File: config.mk
export PLATFORM = sky130hd
export DESIGN_NAME = out_pulse_meter
export DESIGN_NICKNAME = d
export VERILOG_FILES = /design/src/rtl/flipflop_pkg.sv /design/src/rtl/sync_fifo.sv /design/src/rtl/out_pulse_meter.sv
export SDC_FILE = /design/constraint.sdc
export NUM_CORES = 1
export LEC_CHECK = 0
export BUFFER_PORTS_ARGS = -buffer_cell sky130_fd_sc_hd__buf_2
export CORE_ASPECT_RATIO = 1.25
export CORE_MARGIN = 5
export CORE_UTILIZATION = 62
export CTS_CLUSTER_DIAMETER = 100
export DETAILED_ROUTE_END_ITERATION = 10
export PLACE_DENSITY = 0.91
export SLEW_MARGIN = 5
export SYNTH_ARGS = -nofsm -noshare
export SYNTH_HDL_FRONTEND = slang
export SYNTH_SLANG_ARGS = --single-unit
File: constraint.sdc
create_clock -name clk -period 3 [get_ports clk]
set_input_delay 0.6 -clock clk [delete_from_list [all_inputs] [get_ports clk]]
set_output_delay 0.6 -clock clk [all_outputs]
set_load 0.05 [all_outputs]
File: src/rtl/flipflop_pkg.sv
// Shared types and constants for the flip-flop output measurement path.
package flipflop_pkg;

    // Completed-pulse counter width.
    localparam int PULSE_CNT_W = 16;

    // Default width-counter size used by the record type below.
    localparam int DEF_CNT_W = 8;

    // One measurement record: saturation flag above the measured width.
    typedef struct packed {
        logic                 sat;
        logic [DEF_CNT_W-1:0] width;
    } pulse_rec_t;

    // Pulse meter states: waiting for a pulse, or inside one.
    typedef enum logic {
        IDLE = 1'b0,
        HIGH = 1'b1
    } meter_state_e;

    // Wrapping increment for the completed-pulse counter.
    function automatic logic [PULSE_CNT_W-1:0] cnt_inc(input logic [PULSE_CNT_W-1:0] c);
        return c + 1'b1;
    endfunction

endpackage

File: src/rtl/sync_fifo.sv
// Show-ahead synchronous FIFO. Pointers carry one extra MSB so that
// full and empty can be told apart when the index bits match.
module sync_fifo #(
    parameter int WIDTH = 9,
    parameter int DEPTH = 4
) (
    input  logic             clk,
    input  logic             rst,
    input  logic             push,
    input  logic [WIDTH-1:0] wdata,
    input  logic             pop,
    output logic [WIDTH-1:0] rdata,
    output logic             full,
    output logic             empty
);

    localparam int AW = $clog2(DEPTH);

    logic [AW:0]      wr_ptr_reg;
    logic [AW:0]      rd_ptr_reg;
    logic [WIDTH-1:0] mem [DEPTH];
    logic             do_pop;
    logic             do_push;

    // A pop on an empty FIFO is ignored; a push on a full FIFO is only
    // accepted when a pop frees the head slot in the same cycle.
    assign do_pop  = pop && !empty;
    assign do_push = push && (!full || do_pop);

    assign empty = (wr_ptr_reg == rd_ptr_reg);
    assign full  = (wr_ptr_reg[AW] != rd_ptr_reg[AW]) &&
                   (wr_ptr_reg[AW-1:0] == rd_ptr_reg[AW-1:0]);

    // Head record is presented combinationally; forced to zero when empty
    // so the output is clean out of reset.
    assign rdata = empty ? '0 : mem[rd_ptr_reg[AW-1:0]];

    // Per-entry write enables for the storage array.
    generate
        for (genvar gi = 0; gi < DEPTH; gi++) begin : g_entry
            // Capture the incoming record into this slot when it is the write target.
            always_ff @(posedge clk) begin
                if (do_push && (wr_ptr_reg[AW-1:0] == AW'(gi))) begin
                    mem[gi] <= wdata;
                end
            end
        end
    endgenerate

    // Advance read and write pointers.
    always_ff @(posedge clk) begin
        if (rst) begin
            wr_ptr_reg <= '0;
            rd_ptr_reg <= '0;
        end else begin
            if (do_push) begin
                wr_ptr_reg <= wr_ptr_reg + 1'b1;
            end
            if (do_pop) begin
                rd_ptr_reg <= rd_ptr_reg + 1'b1;
            end
        end
    end

endmodule

File: src/rtl/out_pulse_meter.sv
// Measures every high pulse on the flip-flop output, counts completed
// pulses and queues {sat, width} records for a valid/ready consumer.
module out_pulse_meter
    import flipflop_pkg::*;
#(
    parameter int CNT_W      = 8,
    parameter int FIFO_DEPTH = 4
) (
    input  logic                   clk,
    input  logic                   rst,
    input  logic                   in,
    output logic                   m_valid,
    input  logic                   m_ready,
    output logic [CNT_W-1:0]       m_width,
    output logic                   m_sat,
    output logic                   overflow,
    output logic [PULSE_CNT_W-1:0] pulse_cnt,
    output logic                   busy
);

    localparam logic [CNT_W-1:0] WIDTH_MAX = '1;

    meter_state_e           state_reg, state_next;
    logic [CNT_W-1:0]       width_reg, width_next;
    logic                   sat_reg, sat_next;
    logic [PULSE_CNT_W-1:0] pulse_cnt_reg;
    logic                   overflow_reg;
    logic                   rec_push;
    logic                   fifo_full;
    logic                   fifo_empty;
    logic [CNT_W:0]         fifo_rdata;

    // Next-state logic: open a pulse, extend it with saturation, or close it
    // and emit a record on the first low sample.
    always_comb begin
        state_next = state_reg;
        width_next = width_reg;
        sat_next   = sat_reg;
        rec_push   = 1'b0;
        case (state_reg)
            IDLE: begin
                if (in) begin
                    state_next = HIGH;
                    width_next = CNT_W'(1);
                    sat_next   = 1'b0;
                end
            end
            HIGH: begin
                if (in) begin
                    if (width_reg == WIDTH_MAX) begin
                        sat_next = 1'b1;
                    end else begin
                        width_next = width_reg + 1'b1;
                    end
                end else begin
                    rec_push   = 1'b1;
                    state_next = IDLE;
                end
            end
            default: state_next = IDLE;
        endcase
    end

    // FSM and width/saturation registers; reset discards any partial pulse.
    always_ff @(posedge clk) begin
        if (rst) begin
            state_reg <= IDLE;
            width_reg <= '0;
            sat_reg   <= 1'b0;
        end else begin
            state_reg <= state_next;
            width_reg <= width_next;
            sat_reg   <= sat_next;
        end
    end

    // Completed-pulse counter and sticky drop flag. A push on a full FIFO is
    // dropped unless the consumer pops the head in the same cycle.
    always_ff @(posedge clk) begin
        if (rst) begin
            pulse_cnt_reg <= '0;
            overflow_reg  <= 1'b0;
        end else if (rec_push) begin
            pulse_cnt_reg <= cnt_inc(pulse_cnt_reg);
            if (fifo_full && !m_ready) begin
                overflow_reg <= 1'b1;
            end
        end
    end

    sync_fifo #(
        .WIDTH (CNT_W + 1),
        .DEPTH (FIFO_DEPTH)
    ) u_fifo (
        .clk   (clk),
        .rst   (rst),
        .push  (rec_push),
        .wdata ({sat_reg, width_reg}),
        .pop   (m_ready),
        .rdata (fifo_rdata),
        .full  (fifo_full),
        .empty (fifo_empty)
    );

    assign m_valid   = !fifo_empty;
    assign m_sat     = fifo_rdata[CNT_W];
    assign m_width   = fifo_rdata[CNT_W-1:0];
    assign overflow  = overflow_reg;
    assign pulse_cnt = pulse_cnt_reg;
    assign busy      = (state_reg == HIGH);

endmodule

# After elaboration in Yosys (flattened, before gate mapping)
# Memory sizes are Yosys's and may differ from the RTL's. A register that Yosys moved wholly into a read port is not among the register bits.
# Index checks and enable logic that the tools add are counted.
[totals]
mem_bits_rw = 36
n_memories = 1
in_bits = 4
register_bits = 33
[classes]
muxes = 31
reduce_logical = 19
n_addsub = 4
bitwise_logic = 1
eq_ne = 11
[mem_list]
columns = ["name", "depth", "word_bits", "read_ports", "rd_ports_with_merged_regs", "write_ports", "line_no", "rtl"]
rows = [
  ["u_fifo.mem", 4, 9, 1, 1, 1, "sync_fifo.sv:21", "logic [WIDTH-1:0] mem [DEPTH];"],
]
[ops]
columns = ["op", "n"]
rows = [
  ["$mux W9", 4],
  ["$reduce_or A9 Y1", 3],
  ["$mux W8", 3],
  ["$mux W1", 17],
  ["$add A16 B1 Y16 const B", 1],
  ["$pmux W8 S2", 1],
  ["$mux W2", 5],
  ["$add A8 B1 Y8 const B", 1],
  ["$eq A8 B8 Y1 const B", 1],
  ["$logic_and A1 B1 Y1", 8],
  ["$add A3 B1 Y3 const B", 2],
  ["$ne A2 B2 Y1 const B", 3],
  ["$reduce_and A3 Y1", 2],
  ["$eq A2 B2 Y1 const B", 2],
  ["$eq A3 B3 Y1", 1],
  ["$logic_not A1 Y1", 3],
  ["$eq A2 B1 Y1 const B", 1],
  ["$eq A2 B2 Y1", 1],
  ["$logic_not A2 Y1", 1],
  ["$ne A2 B1 Y1 const B", 1],
  ["$pmux W1 S2", 1],
  ["$reduce_and A2 Y1", 1],
  ["$logic_or A1 B1 Y1", 1],
  ["$ne A1 B1 Y1", 1],
  ["$not A1 Y1", 1],
]

# Longest topological paths before layout
[depth]
depth_word = 12
depth_mapped = 6
ltp_nobuf = 5

# Hierarchy
# From an unflattened synthesis, not the netlist that was laid out.
[hier_totals]
cells_unflattened = 254
area_unflattened_um2 = 3126.7
[modules_own_cells]
columns = ["module", "cells_per_inst", "seq_area_each_um2", "instances", "area_per_inst_um2"]
rows = [
  ["sync_fifo", 111, 1241.2, 1, 1855.5],
  ["out_pulse_meter", 143, 540.5, 1, 1271.2],
]

# Worst setup path after synthesis
# No wires, ideal clock.
[synth_timing]
kind = "register -> output"
from = "reg u_fifo.wr_ptr_reg[0]"
to = "out m_sat"
stages_incl_launch_ff = 4
arrival_ps = 1625
required_ps = 2400
n_path_buf = 0
path_slack_ps = 775
path_cell_list = "dfxtp_1 > xor2_1 > nor3_2 > nor2b_1"
[synth_via]
elab_chain_cells = 2
[synth_lines]
columns = ["element", "line_no", "rtl"]
rows = [
  ["from (decl)", "sync_fifo.sv:19", "logic [AW:0] wr_ptr_reg;"],
  ["from (signal assigned)", "sync_fifo.sv:57", "wr_ptr_reg <= wr_ptr_reg + 1'b1;"],
  ["$eq A3 B3 Y1", "sync_fifo.sv:30", "assign empty = (wr_ptr_reg == rd_ptr_reg);"],
  ["$mux W9", "sync_fifo.sv:36", "assign rdata = empty ? '0 : mem[rd_ptr_reg[AW-1:0]];"],
  ["to (decl)", "out_pulse_meter.sv:15", "output logic m_sat,"],
]
# Every way passes these cells.

==> out/results.tsv <==
stage	metric	value	unit
pwr	totalPowerFinal	2.023	mW
final_layout	fillers	307	
detailed_routing	dr.pass1.iters	5	
timing	rsz0062_at_grt	no	
worst_setup_path	start_kind	flip-flop	
clocking	post_cts_buffers	0	
clocking	cts_buffers	9	
detailed_routing	wl_met3	201	um
die	core	4800	um2
worst_setup_path	cp-end-kind	output port	
worst_setup_path	path_buf_inv	1	
synth	syn_area_per_cell	12.40	um2
die	num_rows	28	
timing	setup_ws	395.8	ps
synth	synth_top_family_by_area	simple AND/OR/NAND/NOR gates	
synth	synth_compound_area_share	5.837	%
die	die_area	6498	um2
synth	yosys.area_share.adder	2.837	%
pwr	power_frac_seq	51.7	%
detailed_routing	top_layer_used	met4	
synth	synth.largest_area_cell	edfxtp_1	
clocking	htreeDepth	3	
synth	ys_async_sr_fraction	0	%
pwr	p_per_area	581.6	nW/um2
worst_setup_path	slowest_delay	690	ps
pwr	pwr-share-clk	39.7	%
final_layout	area_delta_synth_final	12.69	%
grt	grt_pass1_wl	8818	um
detailed_routing	wl_met1	2285	um
timing	fmax	0.3840	GHz
placed_design	dp_hpwl	3644	um
pwr	peakVddDrop	0.3857	mV
clocking	root_buffer	clkbuf_8	
worst_setup_path	cp_top_family	flip-flops	
timing	whs	474.4	ps
clocking	post_cts_resized	0	
synth	yosys-top-cells-count	edfxtp_1 (36), dfxtp_1 (35), nor2_1 (35)	
synth	netlist_top_cells_area	edfxtp_1 (35%), dfxtp_1 (23%), mux4_2 (6.6%), nor2_1 (4.3%), xor2_1 (3.7%)	
worst_setup_path	path_max_fanout	9	
timing	finalHoldViolations	0	
grt	grt_antenna_before_repair	0	
clocking	cts_tree	done	
timing	finalCriticalPeriod	2604	ps
clocking	postCtsHoldBufs	0	
synth	synthXorXnorAreaFrac	5.107	%
final_layout	final_nets	292	
timing	tightest_slew	641.6	ps
synth	yosysTopAreaCellShare	35.02	%
clocking	path_clk_slew	70	ps
detailed_routing	routed_wl	5321	um
detailed_routing	avgRoutedWirePerCell	15.38	um
worst_setup_path	critical_path.cell_chain	mux4_2 -> nor2b_1 -> buf_2	
run_status	outcome	complete, no violations	
die	ios	32	
synth	syn_nets	260	
final_layout	n_antenna_cell	0	
placed_design	port_buffers	31	
detailed_routing	vias	1925	
synth	synth_edf_count	36	
synth	ys_seq_area_share	57.72	%
final_layout	seqCellArea	1782	um2
timing	setup_violations	0	
pwr	switchingPower	0.4776	mW
worst_setup_path	arrival	2000	ps
synth	syn_area	3087	um2
detailed_routing	drc_errors	0	
grt	track_usage	18.20	%
min_path	hold_class	reg -> reg	
die	die_height	88.89	um
synth	synth.most_common_cell	edfxtp_1	
synth	yosys_register_bits	71	
timing	min_period_over_period	86.81	%
pwr	switching_share	23.61	%
final_layout	drive_gt1_share	22.03	%
die	fp.dieW	73.11	um
detailed_routing	drtIter0Drc	122	
timing	finClkSkew	8.375	ps
timing	fin_tns_setup	0	ps
worst_setup_path	worstSetupPathType	reg -> out	
final_layout	final_util	72.47	%
final_layout	largest_reg_flops	36	
detailed_routing	viasPerCell	5.564	
worst_setup_path	slowest_stage	dfxtp_1	
clocking	clock_path_buffers	2	
timing	final_max_slew_viol_count	0	
synth	synth_mux_area_share	8.634	%
grt	gr-total-overflow	0	
detailed_routing	ant_nets	0	
worst_setup_path	critPathRequiredTime	2400	ps
pwr	p_int	1.545	mW
final_layout	multi_input_area	1220	um2
placed_design	dp_slack	670.0	ps
synth	synth_cell_types	44	
synth	synthFlopType	edfxtp_1	
synth	synth-simple-area-share	17.11	%
job	cap_violations	0	
placed_design	globalplace.congestion	0.7865	
die	start_util	64.31	%
clocking	clk_latency	330	ps
pwr	p_comb_share	8.6	%
grt	grt_max_degree	37	
timing	max_slew_margin	56.99	%
detailed_routing	met2_length	2772	um
synth	yosys_warnings	0	
grt	grt_pass1_vias	1836	
pwr	p_leak	1.378	nW
synth	synth_cells	249	
clocking	clkSinkCount	71	
-- tightest hold or removal path: stages, from the launching register on --
cell	delay, ps
dfxtp_1	330
a21oi_1	40
nor2_1	70
-- worst paths after layout --
| path | from | end | slack, ps | cells after the start |
|---|---|---|---|---|
| setup / recovery | flip-flop | m_width[2] | 400 | 3 |
| hold / removal | overflow | overflow | 470 | 2 |
| setup reg to reg | u_fifo.wr_ptr_reg[0] | u_fifo.mem[0][6] | 1100 | 3 |
| hold reg to reg | overflow | overflow | 470 | 2 |
-- cell usage in the layout, fill, tap and decap left out, types with 5 or more instances in the layout --
master    instances
xor2_1           13
buf_2            31
dfxtp_1          35
nor2b_1          13
edfxtp_1         36
inv_1             7
nand2_1           5
nor2_1           35
nand3_1          14
o21ai_0           5
xnor2_1           5
mux4_2            9
ha_1              7
a21oi_1           5
nand4_1           5
clkbuf_8          9
and2_1            5
-- through the flow --
step,instance area [um2],std cells
floorplan,3087,249
global placement,3266,330
detailed placement,3266,330
CTS,3478,346
global route,3478,346
finish,3478,346
-- routing by layer --
metal	track usage, %	vias up
li1	-	962
met2	30.92	47
met5	0	-
met3	4.886	8
met1	22.16	908
met4	6.544	0
-- power groups by stage --
stage / registers (mW) / clock network (mW) / logic, mW
4_1_cts: 1.05 / 0.816 / 0.176
2_1_floorplan: 1.06 / 0 / 0.148
6_report: 1.05 / 0.804 / 0.173
5_1_grt: 1.05 / 0.863 / 0.187
3_5_place_dp: 1.07 / 0 / 0.175
3_3_place_gp: 1.07 / 0 / 0.170
-- logic make-up after synthesis --
group	count (synthesis)
simple gates	94
flops	71
compound gates	26
xor+xnor	18
buf+inv	18
mux	15
fa+ha+maj	7
-- final cells by class --
cell class | count | share of cell area [%]
clock buffer | 10 | 3.669
clock inverter | 6 | 2.446
inverter | 7 | 0.7554
multi-input combinational | 160 | 35.07
sequential | 71 | 51.22
tap | 60 | 2.158
timing repair buffer | 32 | 4.676
No activity file was read; power rests on OpenSTA's default activity.
